--- config.mk ---
export PLATFORM = sky130hd
export DESIGN_NAME = lifo_drain_serializer_flat
export DESIGN_NICKNAME = d
export VERILOG_FILES = /design/src/rtl/lifo_drain_serializer_if.sv /design/src/rtl/lifo_drain_serializer.sv /design/src/flat_wrapper.sv
export SDC_FILE = /design/constraint.sdc
export NUM_CORES = 1
export LEC_CHECK = 0
export ABC_AREA = 0
export BUFFER_PORTS_ARGS = -buffer_cell sky130_fd_sc_hd__buf_2
export CAP_MARGIN = 10
export CELL_PAD_IN_SITES_DETAIL_PLACEMENT = 0
export CELL_PAD_IN_SITES_GLOBAL_PLACEMENT = 1
export CORE_MARGIN = 4
export CORE_UTILIZATION = 46
export CTS_CLUSTER_SIZE = 10
export DETAILED_ROUTE_END_ITERATION = 6
export PLACE_DENSITY_LB_ADDON = 0.12
export SYNTH_ARGS = -nofsm -noshare
export SYNTH_HDL_FRONTEND = slang
export SYNTH_SLANG_ARGS = --single-unit
--- constraint.sdc ---
create_clock -name clk -period 2.92 [get_ports clk]
set_input_delay 0.438 -clock clk [delete_from_list [all_inputs] [get_ports clk]]
set_output_delay 0.438 -clock clk [all_outputs]
set_load 0.03 [all_outputs]
--- src/rtl/lifo_drain_serializer_if.sv ---
// Bus between the LIFO drain serializer and its surroundings.
//
// Purpose: bundles the stack-side handshake (pop request, empty flag, data)
// and the serial-side outputs of lifo_drain_serializer.
//
// Signals:
//   Enable      - permits new pops (driven by the environment)
//   LIFO_Empty  - stack empty flag
//   LIFO_Data   - stack registered Data_out
//   Read        - one-cycle pop request to the stack
//   Serial_out  - UART-style serial line, idles high
//   Busy        - high from pop decision through last stop-bit cycle
//   Frame_Done  - one-cycle pulse after a frame completes
//   Words_Sent  - wrapping count of completed frames
//
// Modports: master = the serializer, slave = the stack/sink side.
interface lifo_drain_serializer_if #(
    parameter int unsigned Data_Width  = 8,
    parameter int unsigned Count_Width = 16
);
    logic                   Enable;
    logic                   LIFO_Empty;
    logic [Data_Width-1:0]  LIFO_Data;
    logic                   Read;
    logic                   Serial_out;
    logic                   Busy;
    logic                   Frame_Done;
    logic [Count_Width-1:0] Words_Sent;

    modport master (
        input  Enable,
        input  LIFO_Empty,
        input  LIFO_Data,
        output Read,
        output Serial_out,
        output Busy,
        output Frame_Done,
        output Words_Sent
    );

    modport slave (
        output Enable,
        output LIFO_Empty,
        output LIFO_Data,
        input  Read,
        input  Serial_out,
        input  Busy,
        input  Frame_Done,
        input  Words_Sent
    );
endinterface

--- src/rtl/lifo_drain_serializer.sv ---
// LIFO drain serializer.
//
// Purpose: whenever enabled and the stack is non-empty, pops one word with a
// single-cycle Read pulse, captures the stack's registered Data_out after
// Read_Latency cycles and sends it as start bit (0), data MSB first, stop
// bit (1), each bit held Clocks_Per_Bit cycles.
//
// Ports:
//   clk    - rising-edge clock
//   reset  - asynchronous active-low reset
//   bus    - lifo_drain_serializer_if master modport (Enable, LIFO_Empty,
//            LIFO_Data in; Read, Serial_out, Busy, Frame_Done, Words_Sent out)
module lifo_drain_serializer #(
    parameter int unsigned Data_Width     = 8,
    parameter int unsigned Read_Latency   = 1,
    parameter int unsigned Clocks_Per_Bit = 4,
    parameter int unsigned Count_Width    = 16
) (
    input logic                     clk,
    input logic                     reset,
    lifo_drain_serializer_if.master bus
);

    localparam int unsigned TimerW = (Clocks_Per_Bit > 1) ? $clog2(Clocks_Per_Bit) : 1;
    localparam int unsigned IdxW   = (Data_Width > 1) ? $clog2(Data_Width) : 1;

    localparam logic [TimerW-1:0] TimerLoad = TimerW'(Clocks_Per_Bit - 1);
    localparam logic [IdxW-1:0]   IdxLoad   = IdxW'(Data_Width - 1);
    localparam logic [1:0]        LatLoad   = 2'(Read_Latency - 1);

    typedef enum logic [2:0] {
        StIdle,
        StPop,
        StWait,
        StStart,
        StData,
        StStop
    } state_e;

    state_e                 state_q, state_d;
    logic                   read_q, read_d;
    logic                   serial_q, serial_d;
    logic                   busy_q, busy_d;
    logic                   done_q, done_d;
    logic [Count_Width-1:0] sent_q, sent_d;
    logic [Data_Width-1:0]  shift_q, shift_d;
    logic [Data_Width-1:0]  shift_nxt;
    logic [TimerW-1:0]      timer_q, timer_d;
    logic [IdxW-1:0]        idx_q, idx_d;
    logic [1:0]             lat_q, lat_d;

    assign shift_nxt = shift_q << 1;

    always_comb begin
        state_d  = state_q;
        read_d   = 1'b0;
        serial_d = serial_q;
        busy_d   = busy_q;
        done_d   = 1'b0;
        sent_d   = sent_q;
        shift_d  = shift_q;
        timer_d  = timer_q;
        idx_d    = idx_q;
        lat_d    = lat_q;

        unique case (state_q)
            StIdle: begin
                if (bus.Enable && !bus.LIFO_Empty) begin
                    read_d  = 1'b1;
                    busy_d  = 1'b1;
                    state_d = StPop;
                end
            end
            StPop: begin
                // Read drops here so the stack sees exactly one pop.
                lat_d   = LatLoad;
                state_d = StWait;
            end
            StWait: begin
                if (lat_q == '0) begin
                    shift_d  = bus.LIFO_Data;
                    serial_d = 1'b0;
                    timer_d  = TimerLoad;
                    state_d  = StStart;
                end else begin
                    lat_d = lat_q - 1'b1;
                end
            end
            StStart: begin
                if (timer_q == '0) begin
                    serial_d = shift_q[Data_Width-1];
                    idx_d    = IdxLoad;
                    timer_d  = TimerLoad;
                    state_d  = StData;
                end else begin
                    timer_d = timer_q - 1'b1;
                end
            end
            StData: begin
                if (timer_q == '0) begin
                    timer_d = TimerLoad;
                    if (idx_q == '0) begin
                        serial_d = 1'b1;
                        state_d  = StStop;
                    end else begin
                        shift_d  = shift_nxt;
                        serial_d = shift_nxt[Data_Width-1];
                        idx_d    = idx_q - 1'b1;
                    end
                end else begin
                    timer_d = timer_q - 1'b1;
                end
            end
            StStop: begin
                if (timer_q == '0) begin
                    busy_d  = 1'b0;
                    done_d  = 1'b1;
                    sent_d  = sent_q + 1'b1;
                    state_d = StIdle;
                end else begin
                    timer_d = timer_q - 1'b1;
                end
            end
            default: begin
                state_d = StIdle;
            end
        endcase
    end

    always_ff @(posedge clk or negedge reset) begin
        if (!reset) begin
            state_q  <= StIdle;
            read_q   <= 1'b0;
            serial_q <= 1'b1;
            busy_q   <= 1'b0;
            done_q   <= 1'b0;
            sent_q   <= '0;
            shift_q  <= '0;
            timer_q  <= '0;
            idx_q    <= '0;
            lat_q    <= '0;
        end else begin
            state_q  <= state_d;
            read_q   <= read_d;
            serial_q <= serial_d;
            busy_q   <= busy_d;
            done_q   <= done_d;
            sent_q   <= sent_d;
            shift_q  <= shift_d;
            timer_q  <= timer_d;
            idx_q    <= idx_d;
            lat_q    <= lat_d;
        end
    end

    assign bus.Read       = read_q;
    assign bus.Serial_out = serial_q;
    assign bus.Busy       = busy_q;
    assign bus.Frame_Done = done_q;
    assign bus.Words_Sent = sent_q;

endmodule
--- src/flat_wrapper.sv ---
// flat-port wrapper written by rule: the top's interface ports become plain ports
module lifo_drain_serializer_flat 
#(
    parameter int unsigned Data_Width     = 8,
    parameter int unsigned Read_Latency   = 1,
    parameter int unsigned Clocks_Per_Bit = 4,
    parameter int unsigned Count_Width    = 16
)
  (clk, reset, bus_Enable, bus_LIFO_Empty, bus_LIFO_Data, bus_Read, bus_Serial_out, bus_Busy, bus_Frame_Done, bus_Words_Sent);
  lifo_drain_serializer_if #(.Data_Width(Data_Width), .Count_Width(Count_Width)) bus_i ();
  input logic clk;
  input logic reset;
  input wire logic [$bits(bus_i.Enable)-1:0] bus_Enable;
  input wire logic [$bits(bus_i.LIFO_Empty)-1:0] bus_LIFO_Empty;
  input wire logic [$bits(bus_i.LIFO_Data)-1:0] bus_LIFO_Data;
  output wire logic [$bits(bus_i.Read)-1:0] bus_Read;
  output wire logic [$bits(bus_i.Serial_out)-1:0] bus_Serial_out;
  output wire logic [$bits(bus_i.Busy)-1:0] bus_Busy;
  output wire logic [$bits(bus_i.Frame_Done)-1:0] bus_Frame_Done;
  output wire logic [$bits(bus_i.Words_Sent)-1:0] bus_Words_Sent;
  assign bus_i.Enable = bus_Enable;
  assign bus_i.LIFO_Empty = bus_LIFO_Empty;
  assign bus_i.LIFO_Data = bus_LIFO_Data;
  assign bus_Read = bus_i.Read;
  assign bus_Serial_out = bus_i.Serial_out;
  assign bus_Busy = bus_i.Busy;
  assign bus_Frame_Done = bus_i.Frame_Done;
  assign bus_Words_Sent = bus_i.Words_Sent;
  lifo_drain_serializer #(.Data_Width(Data_Width), .Read_Latency(Read_Latency), .Clocks_Per_Bit(Clocks_Per_Bit), .Count_Width(Count_Width)) u_core (.clk(clk), .reset(reset), .bus(bus_i));
endmodule
; ---- Word level (Yosys, flattened, before mapping)
; Cells that the tools add are included.
[classes]
n_addsub = 4
eq_ne = 14
reduce_logical = 21
mux = 33
[op_table]
columns = operator, n
row1 = 3-bit 2-to-1 mux, 9
row2 = 8-bit 2-to-1 mux, 3
row3 = 3-bit one-hot mux with 6 select lines, 1
row4 = "16-bit by 1-bit adder with 16-bit output, second input constant", 1
row5 = 8-bit one-hot mux with 2 select lines, 1
row6 = "2-bit by 1-bit != test with 1-bit output, second input constant", 6
row7 = 4-bit AND reduction, 3
row8 = 1-bit 2-to-1 mux, 10
row9 = 2-bit 2-to-1 mux, 4
row10 = 2-bit nonzero test, 4
row11 = "3-bit by 2-bit equality test with 1-bit output, second input constant", 2
row12 = "3-bit equality test, second input constant", 2
row13 = 3-bit logical NOT, 2
row14 = "2-bit != test, second input constant", 3
row15 = 2-bit one-hot mux with 3 select lines, 1
row16 = 3-bit one-hot mux with 2 select lines, 1
row17 = 3-bit AND reduction, 2
row18 = 6-bit AND reduction, 1
row19 = 3-bit nonzero test, 2
row20 = 2-bit logical NOT, 2
row21 = 2-bit one-hot mux with 2 select lines, 1
row22 = 2-bit AND reduction, 2
row23 = "2-bit by 1-bit subtractor with 2-bit output, second input constant", 2
row24 = "3-bit by 1-bit equality test with 1-bit output, second input constant", 1
row25 = other kinds (6), 6
[word_totals]
reg_bits = 38
word_cells = 82

; ---- Depth between registers and ports, before layout
; Gate-level depths: netlist (run 1).
[logic_depth]
ltp_word = 4
ltp_mapped = 7

; ---- Worst setup path after synthesis (run 1)
; OpenSTA, ideal clock, no wires.
[synth_timing]
path_kind = register -> register
startpoint = register u_core.idx_q[0]
endpoint = register u_core.shift_q[1]
path_stages_with_launch = 7
required_time_ns = 2.795
arrival_time_ns = 1.491
path_buffers = 0
setup_slack_ns = 1.305
cell_sequence = dfrtp_1 inv_1 ha_1 nand2b_1 a32oi_1 nor2_4 mux2_2
[synth_between]
elab_chain_len = 3
[synth_lines]
columns = element, line_no
row1 = start: declaration, lifo_drain_serializer.sv:49  ; logic [IdxW-1:0] idx_q, idx_d;
row2 = start signal: assignment, lifo_drain_serializer.sv:151  ; idx_q <= idx_d;
row3 = 3-bit logical NOT, lifo_drain_serializer.sv:102  ; if (idx_q == '0) begin
row4 = 2-bit != test (no line), --
row5 = 4-bit AND reduction (no line), --
row6 = end signal: assignment, lifo_drain_serializer.sv:149  ; shift_q <= shift_d;
row7 = end: declaration, lifo_drain_serializer.sv:46  ; logic [Data_Width-1:0] shift_q, shift_d;
; Every way passes these cells.
; A chain may end at the register's enable or synchronous reset.

; ---- Final worst setup path (run 1)
[layout_timing]
startpoint = register u_core.timer_q[0]
endpoint = register u_core.shift_q[4]
[layout_between]
elab_chain_len = 3
[layout_lines]
columns = element, line_no
row1 = start: declaration, lifo_drain_serializer.sv:48  ; logic [TimerW-1:0] timer_q, timer_d;
row2 = start signal: assignment, lifo_drain_serializer.sv:150  ; timer_q <= timer_d;
row3 = 2-bit logical NOT, lifo_drain_serializer.sv:100  ; if (timer_q == '0) begin
row4 = 2-bit by 1-bit != test with 1-bit output (no line), --
row5 = 4-bit AND reduction (no line), --
; Every way passes these cells.

==> results of run 1 <==
-- stage by stage --
stage | hold slack (ns) | setup slack, ns | cells | util [%]
floorplan | 0.142 | 1.30 | 203 | -
global placement | 0.455 | 1.01 | 278 | 53.2
detailed placement | 0.458 | 0.939 | 278 | 53.2
CTS | 0.278 | 0.930 | 286 | 56.1
global route | 0.322 | 0.798 | 286 | 56.1
finish | 0.250 | 0.939 | 286 | 56.1
-- routing by layer --
metal | routed length (um) | vias up | part of all wire (%)
met4 | 23 | 0 | 0.59
met2 | 1840 | 49 | 47
met1 | 1760 | 751 | 45
li1 | - | 763 | -
met5 | 0 | - | 0
met3 | 282 | 4 | 7.2
-- Yosys cell counts, types with 3 or more instances --
master    count  share of area [%]
nor2_1        8                1.5
nor3_1        3               0.75
mux2_2        6                3.4
nor2b_1       5                1.6
ha_1          5                3.1
nand2b_1      4                1.3
nand4_1       3               0.94
a32oi_1       3                1.3
o21ai_0      13                3.3
dfrtp_1      37                 46
a21oi_1       9                2.3
mux2i_1       3                1.5
nand3_1       8                2.0
inv_1        13                2.4
and4_1        3                1.3
buf_2         4                1.0
nand2_1      35                6.6
xnor2_1      13                5.7
-- power by group through the flow --
stage,logic [mW],registers [mW],clock network (mW)
final,0.450,0.712,0.458
after global routing,0.506,0.728,0.500
after CTS,0.457,0.713,0.476
after detailed placement,0.456,0.722,0
after global placement,0.440,0.719,0
after floorplan,0.380,0.698,0
-- placed cells by master, fill, tap and decap left out, types with 4 or more instances in the layout --
cell type,n
nand2b_1,4
o21ai_0,13
nor2_1,8
nand3_1,8
nand2_1,35
ha_1,5
clkbuf_8,6
buf_2,31
nor2b_1,5
inv_1,13
a21oi_1,9
dfrtp_1,37
mux2_2,6
xnor2_1,13
-- flip-flops by register name, summed over array words and instances, names as in the netlist --
register / cells
u_core.bus.Frame_Done: 1
u_core.shift_q: 8
u_core.state_q: 3
u_core.bus.Serial_out: 1
u_core.timer_q: 2
u_core.idx_q: 3
u_core.bus.Busy: 1
u_core.lat_q: 2
u_core.bus.Words_Sent: 16
u_core.bus.Read: 1
-- cells by family (layout without fill, tap and decap cells) --
logic type / after synthesis / count (layout) / synth area share (%)
XOR/XNOR: 15 / 15 / 6.60
AND/OR/NAND/NOR: 80 / 80 / 22.2
multiplexers: 9 / 9 / 4.90
buffers and inverters: 20 / 53 / 4.59
adder cells (fa/ha/maj): 5 / 5 / 3.14
flip-flops: 38 / 38 / 47.8
AO/OA/AOI/OAI: 36 / 36 / 10.8
-- layout make-up --
class,count,share of cell area [%]
clock buffer,7,3.77
clock inverter,1,1.31
inverter,13,2.13
multi-input combinational,145,41.4
sequential,38,41.6
tap,50,2.73
timing repair buffer,32,7.10
-- worst max-delay path by stage --
stage | startpoint | end
3_5_place_dp | u_core.timer_q[0] | u_core.shift_q[4]
6_report | u_core.timer_q[0] | u_core.shift_q[4]
2_1_floorplan | u_core.idx_q[0] | u_core.shift_q[1]
4_1_cts | u_core.timer_q[0] | u_core.shift_q[4]
5_1_grt | u_core.timer_q[0] | u_core.shift_q[4]
3_3_place_gp | u_core.timer_q[0] | u_core.shift_q[7]
==> results.md, run 1 <==
* Initial core utilization at 48.7%
* CTS sink cnt at 38
* R2r setup slk at 0.94 ns
* Crit path max-delay family: adder cells
* Post-route ant nets at 0
* Synth Flop Type: dfrtp_1
* Layout cell share with drive strength beyond 1 at 21.6%
* RSZ-0062 raised after global routing: false
* Number of synthesis warnings at 0
* # setup viols final at 0
* H-tree levels at 2
* Fin. Hold Viols at 0
* Crit share post-route at 67.8%
* Largest net degree at the start of global routing at 39
* CP cell instances: inv_1, ha_1, a32oi_1, nor2_4, mux2_2
* Root Buffer: clkbuf_8
* GR Util met1 at 21.5%
* Fin nets at 252
* Worst Reg-to-Reg Cells at 5
* CP startpoint kind: flop
* Multi-input logic area at 948 um^2
* Routing usage on met2 at 25.7%
* GRT Total Usage at 16.1%
* Clock buffer count from CTS at 5
* Num rows at 23
* Syn Nets at 220
* Seq/Total Area, Yosys at 47.8%
* IO Count at 32
* IR Drop Worst-Case VDD at 0.311 mV
* Placeable Area at 4090 um^2
* Clock buffer depth at 2
* Synthesized cell area at 1990 um^2
* Slew HR at 44.6%
* Final wirelength at 3900 um
* Fmax at 505 MHz
* Syn_area_per_cell at 9.81 um^2
* Critical Path Max Stage Delay at 0.45 ns
* Clock network fraction of total power at 28.3%
* Setup crit end kind: flop
* DR iter-0 viols at 72
* Data arrival time of the critical path at 2.16 ns
* Area grow syn2layout at 15.0%
* Status: finished clean
* Worst min path class: in -> async
* Min cycle time layout at 1.98 ns
* Post-synth EDFFs at 0
* DP Wirelength at 2860 um
* Die Wd at 73.8 um
* Fillers at 364
* Global route total overflow at 0
* Clk_lat worst skew at 0.29 ns
* Top Usage Layer GRT: met2
* Max Cap Viol at 0
* DR pass1 iterations at 4
* Critical-path maximum fanout at 13
* Static leakage at 1.12 nW
* Critical Path Stages at 5
* Setup TNS at 0 ns
* First-pass GRT wire length at 6840 um
* Drt via density at 5.48
* CTS-repair resized insts at 0
* Sw frac at 32.4%
* Reg power frac at 43.9%
* Reg-to-Reg Start: u_core.timer_q[0]
* Mapped Cells at 203
* Area post-placement at 2170 um^2
* Initial antenna violation count at 0
* I/O Buffers at 31
* Worst Path Class, Setup: reg -> reg
* Pwr Total at 1.62 mW
* Worst-path cell with the longest stage delay: ha_1
* Worst-path clk slew at 0.07 ns
* Via count at 1,567
* Worst clock skew at 0.00434 ns
* Slew Viols, Final at 0
* Asr flop ratio synth at 100%
* Worst reg2reg endpoint: u_core.shift_q[4]
* Register bit total from synthesis at 38
* Antenna diodes at 0
* Die area at 5450 um^2
* Drc violations at 0
* Data required, critical path at 3.09 ns
* Met3 usage at 5.06%
* Post-cts hold buffer count at 0
* Internal power at 1.09 mW
* Vias in the first global route at 1,540
* Power per cell area at 707 nW/um^2
* Routability congestion estimate from global placement at 0.810
* Setup bufs post-CTS at 0
* CP bufs+invs at 1
* Register area at 952 um^2
* Switching pwr at 0.525 mW
* Worst-Margin Slew at 0.831 ns
* Post-synth cell types at 41
* CTS tree: built
* Avg WL per Cell at 13.7 um
* Die height at 73.8 um
* Part of the power in combinational logic at 27.8%
* Post-route design area at 2290 um^2
(Power assumes the default switching activity.)
==> run 2, diff against run 1 <==
--- a/config.mk
+++ b/config.mk
@@ -11,7 +11,7 @@
 export CELL_PAD_IN_SITES_DETAIL_PLACEMENT = 0
 export CELL_PAD_IN_SITES_GLOBAL_PLACEMENT = 1
 export CORE_MARGIN = 4
-export CORE_UTILIZATION = 46
+export CORE_UTILIZATION = 39
 export CTS_CLUSTER_SIZE = 10
 export DETAILED_ROUTE_END_ITERATION = 6
 export PLACE_DENSITY_LB_ADDON = 0.12
==> constraint.sdc (replaced) <==
create_clock -name clk -period 1.8 [get_ports clk]
set_input_delay 0.27 -clock clk [delete_from_list [all_inputs] [get_ports clk]]
set_output_delay 0.27 -clock clk [all_outputs]
set_load 0.03 [all_outputs]
==> run 2 against run 1 <==
Effect of this change: maximum frequency is 19% higher; largest cell class is now multi-input combinational cells; combinational power up 100%; clock skew rose by 0.0038 ns; sequential share of layout area decreased by 2.6 points; routed wire length rose by 8.4%; sequential cell count unchanged.
==> results.md, run 2 (synthesis gave the netlist of run 1 again) <==
* CTS tree: built
* DP Wirelength at 2970 um (+3.8%)
* I/O Buffers at 31 (unchanged)
* Multi-input logic area at 965 um^2 (+1.7%)
* Clk_lat worst skew at 0.30 ns (about the same)
* H-tree levels at 2 (unchanged)
* Largest net degree at the start of global routing at 39 (unchanged)
* Avg WL per Cell at 13.6 um (-0.31%)
* Layout cell share with drive strength beyond 1 at 25.0% (+3.4 points)
* Worst-path cell with the longest stage delay: dfrtp_1
* Fmax at 601 MHz (+19%)
* Critical-path maximum fanout at 7 (-6)
* Antenna diodes at 0 (unchanged)
* Clock network fraction of total power at 31.0% (+2.7 points)
* IR Drop Worst-Case VDD at 0.551 mV (+77%)
* Worst-path clk slew at 0.07 ns (about the same)
* Data required, critical path at 1.98 ns (-1.11 ns)
* Die height at 79.5 um (+7.7%)
* Vias in the first global route at 1,587 (+3.1%)
* Reg power frac at 38.0% (-5.9 points)
* Fillers at 466 (+28%)
* IO Count at 32 (unchanged)
* Register area at 952 um^2 (unchanged)
* Area grow syn2layout at 22.6%
* Clock buffer depth at 2 (unchanged)
* Fin. Hold Viols at 0 (unchanged)
* Data arrival time of the critical path at 1.84 ns (-0.32 ns)
* Internal power at 2.01 mW (+83%)
* Worst Path Class, Setup: reg -> reg
* Worst-Margin Slew at 0.482 ns (-0.349 ns)
* Worst clock skew at 0.00813 ns (+0.00380 ns)
* Slew Viols, Final at 0 (unchanged)
* DR pass1 iterations at 6 (+2)
* GRT Total Usage at 15.2% (-0.97 points)
* Final Instance Count excl. Fillers at 311 (+8.7%)
* Num rows at 25 (+8.7%)
* Setup TNS at 0 ns (unchanged)
* Clock buffer count from CTS at 5 (unchanged)
* DP Cell Count at 302 (+8.6%)
* RSZ-0062 raised after global routing: false
* Pwr Total at 2.92 mW (+80%)
* CP cell instances: inv_1, ha_1, nand2b_1, a32oi_2, nor2_4, mux2_2
* Die area at 6310 um^2 (+16%)
* CTS sink cnt at 38 (unchanged)
* Part of the power in combinational logic at 30.9% (+3.1 points)
* Via count at 1,558 (-0.57%)
* Slew HR at 67.8% (+23 points)
* Die Wd at 79.5 um (+7.7%)
* Sw frac at 31.2% (-1.2 points)
* Drt via density at 5.01 (-8.6%)
* Most frequent cells in the layout: dfrtp_1 (37), nand2_1 (35), buf_2 (31)
* Drc violations at 0 (unchanged)
* Power per cell area at 1200 nW/um^2 (+69%)
* Switching pwr at 0.911 mW (+73%)
* First-pass GRT wire length at 7560 um (+11%)
* Root Buffer: clkbuf_8
* DR iter-0 viols at 64 (-11%)
* # setup viols final at 0 (unchanged)
* Status: finished clean
* Placeable Area at 4850 um^2 (+19%)
* Most common cell after layout, fill and taps aside: dfrtp_1
* Initial antenna violation count at 0 (unchanged)
* Worst min path class: in -> reg
* Fin nets at 260 (+3.2%)
* Post-route ant nets at 0 (unchanged)
* Static leakage at 1.20 nW (+6.7%)
* Min cycle time layout at 1.66 ns (-0.317 ns)
* Final Util at 50.4% (-5.7 points)
* Critical Path Max Stage Delay at 0.39 ns (-0.06 ns)
* Final wirelength at 4230 um (+8.4%)
* Initial core utilization at 41.1% (-7.7 points)
* Global route total overflow at 0 (unchanged)
* Crit share post-route at 92.4% (+25 points)
* Max Cap Viol at 0 (unchanged)
* CP startpoint kind: flop
* Setup crit end kind: flop
* Routability congestion estimate from global placement at 0.787 (-2.8%)
* Max FFs per register at 16 (unchanged)
[run 2: cell types whose count changed in the layout (fill, tap and decap cells not counted), sizes merged]
| cell | delta |
|---|---|
| dlygate4sd3 | +1 |
| clkbuf | -1 |
| bufinv | +1 |
| buf | +7 |
[run 2: per-layer routing]
| layer | GRT usage, % | share of wire, % | up-vias |
|---|---|---|---|
| li1 | - | - | 777 |
| met1 | 20.3 | 47 | 749 |
| met2 | 24.0 | 47 | 28 |
| met3 | 4.06 | 4.7 | 4 |
| met4 | 4.64 | 0.92 | 0 |
| met5 | 0 | 0 | - |
[run 2: area by class of cell]
class / count / share of cell area, %
sequential: 38 / 39.0
inverter: 13 / 2.00
clock inverter: 2 / 2.46
timing repair buffer: 40 / 10.2
tap: 67 / 3.43
multi-input combinational: 145 / 39.5
clock buffer: 6 / 3.38
[run 2: power groups by stage]
stage	logic [mW]	registers [mW]	clock network, mW
finish	0.903	1.11	0.905
global route	1.01	1.13	0.971
CTS	0.897	1.11	0.930
detailed placement	0.891	1.13	0
global placement	0.874	1.12	0
floorplan	0.617	1.13	0
[run 2: path summary, 6_finish.rpt]
path,to,slack [ns],cells after the start,start
min in group asynchronous,u_core.idx_q[0],0.47,3,reset
worst min register to register,u_core.bus.Serial_out,0.47,2,u_core.bus.Serial_out
max in group asynchronous,u_core.bus.Serial_out,1.07,3,reset
worst min-delay path,u_core.shift_q[0],0.23,3,bus_LIFO_Data[0]
worst max-delay path,u_core.shift_q[4],0.14,6,u_core.idx_q[0]
worst max register to register,u_core.shift_q[4],0.14,6,u_core.idx_q[0]
[run 2: per-stage QoR]
step / hold WS [ns] / area [um^2] / setup slack [ns]
floorplan: -0.0256 / 1990 / 0.185
finish: 0.229 / 2440 / 0.136
CTS: 0.219 / 2430 / 0.0434
global route: 0.245 / 2440 / 0.00205
detailed placement: 0.255 / 2270 / 0.0572
global placement: 0.252 / 2270 / 0.110
[run 2: timing repair]
item / 4_1_cts / 5_1_grt
resized for setup: 0 / 3
setup buffers: 0 / 0
hold endpoints to repair: 37 / 0
hold buffers: 1 / 0
setup endpoints to repair: 0 / 15
[run 2: worst max-delay path: cells and delay by family, from the launching register on]
family	cells	cell delay [ns]
DFF	1	0.39
muxes	1	0.36
and+or+nand+nor	2	0.35
adders and majority gates	1	0.21
AOI/OAI and AO/OA	1	0.16
buffers and inverters	1	0.07
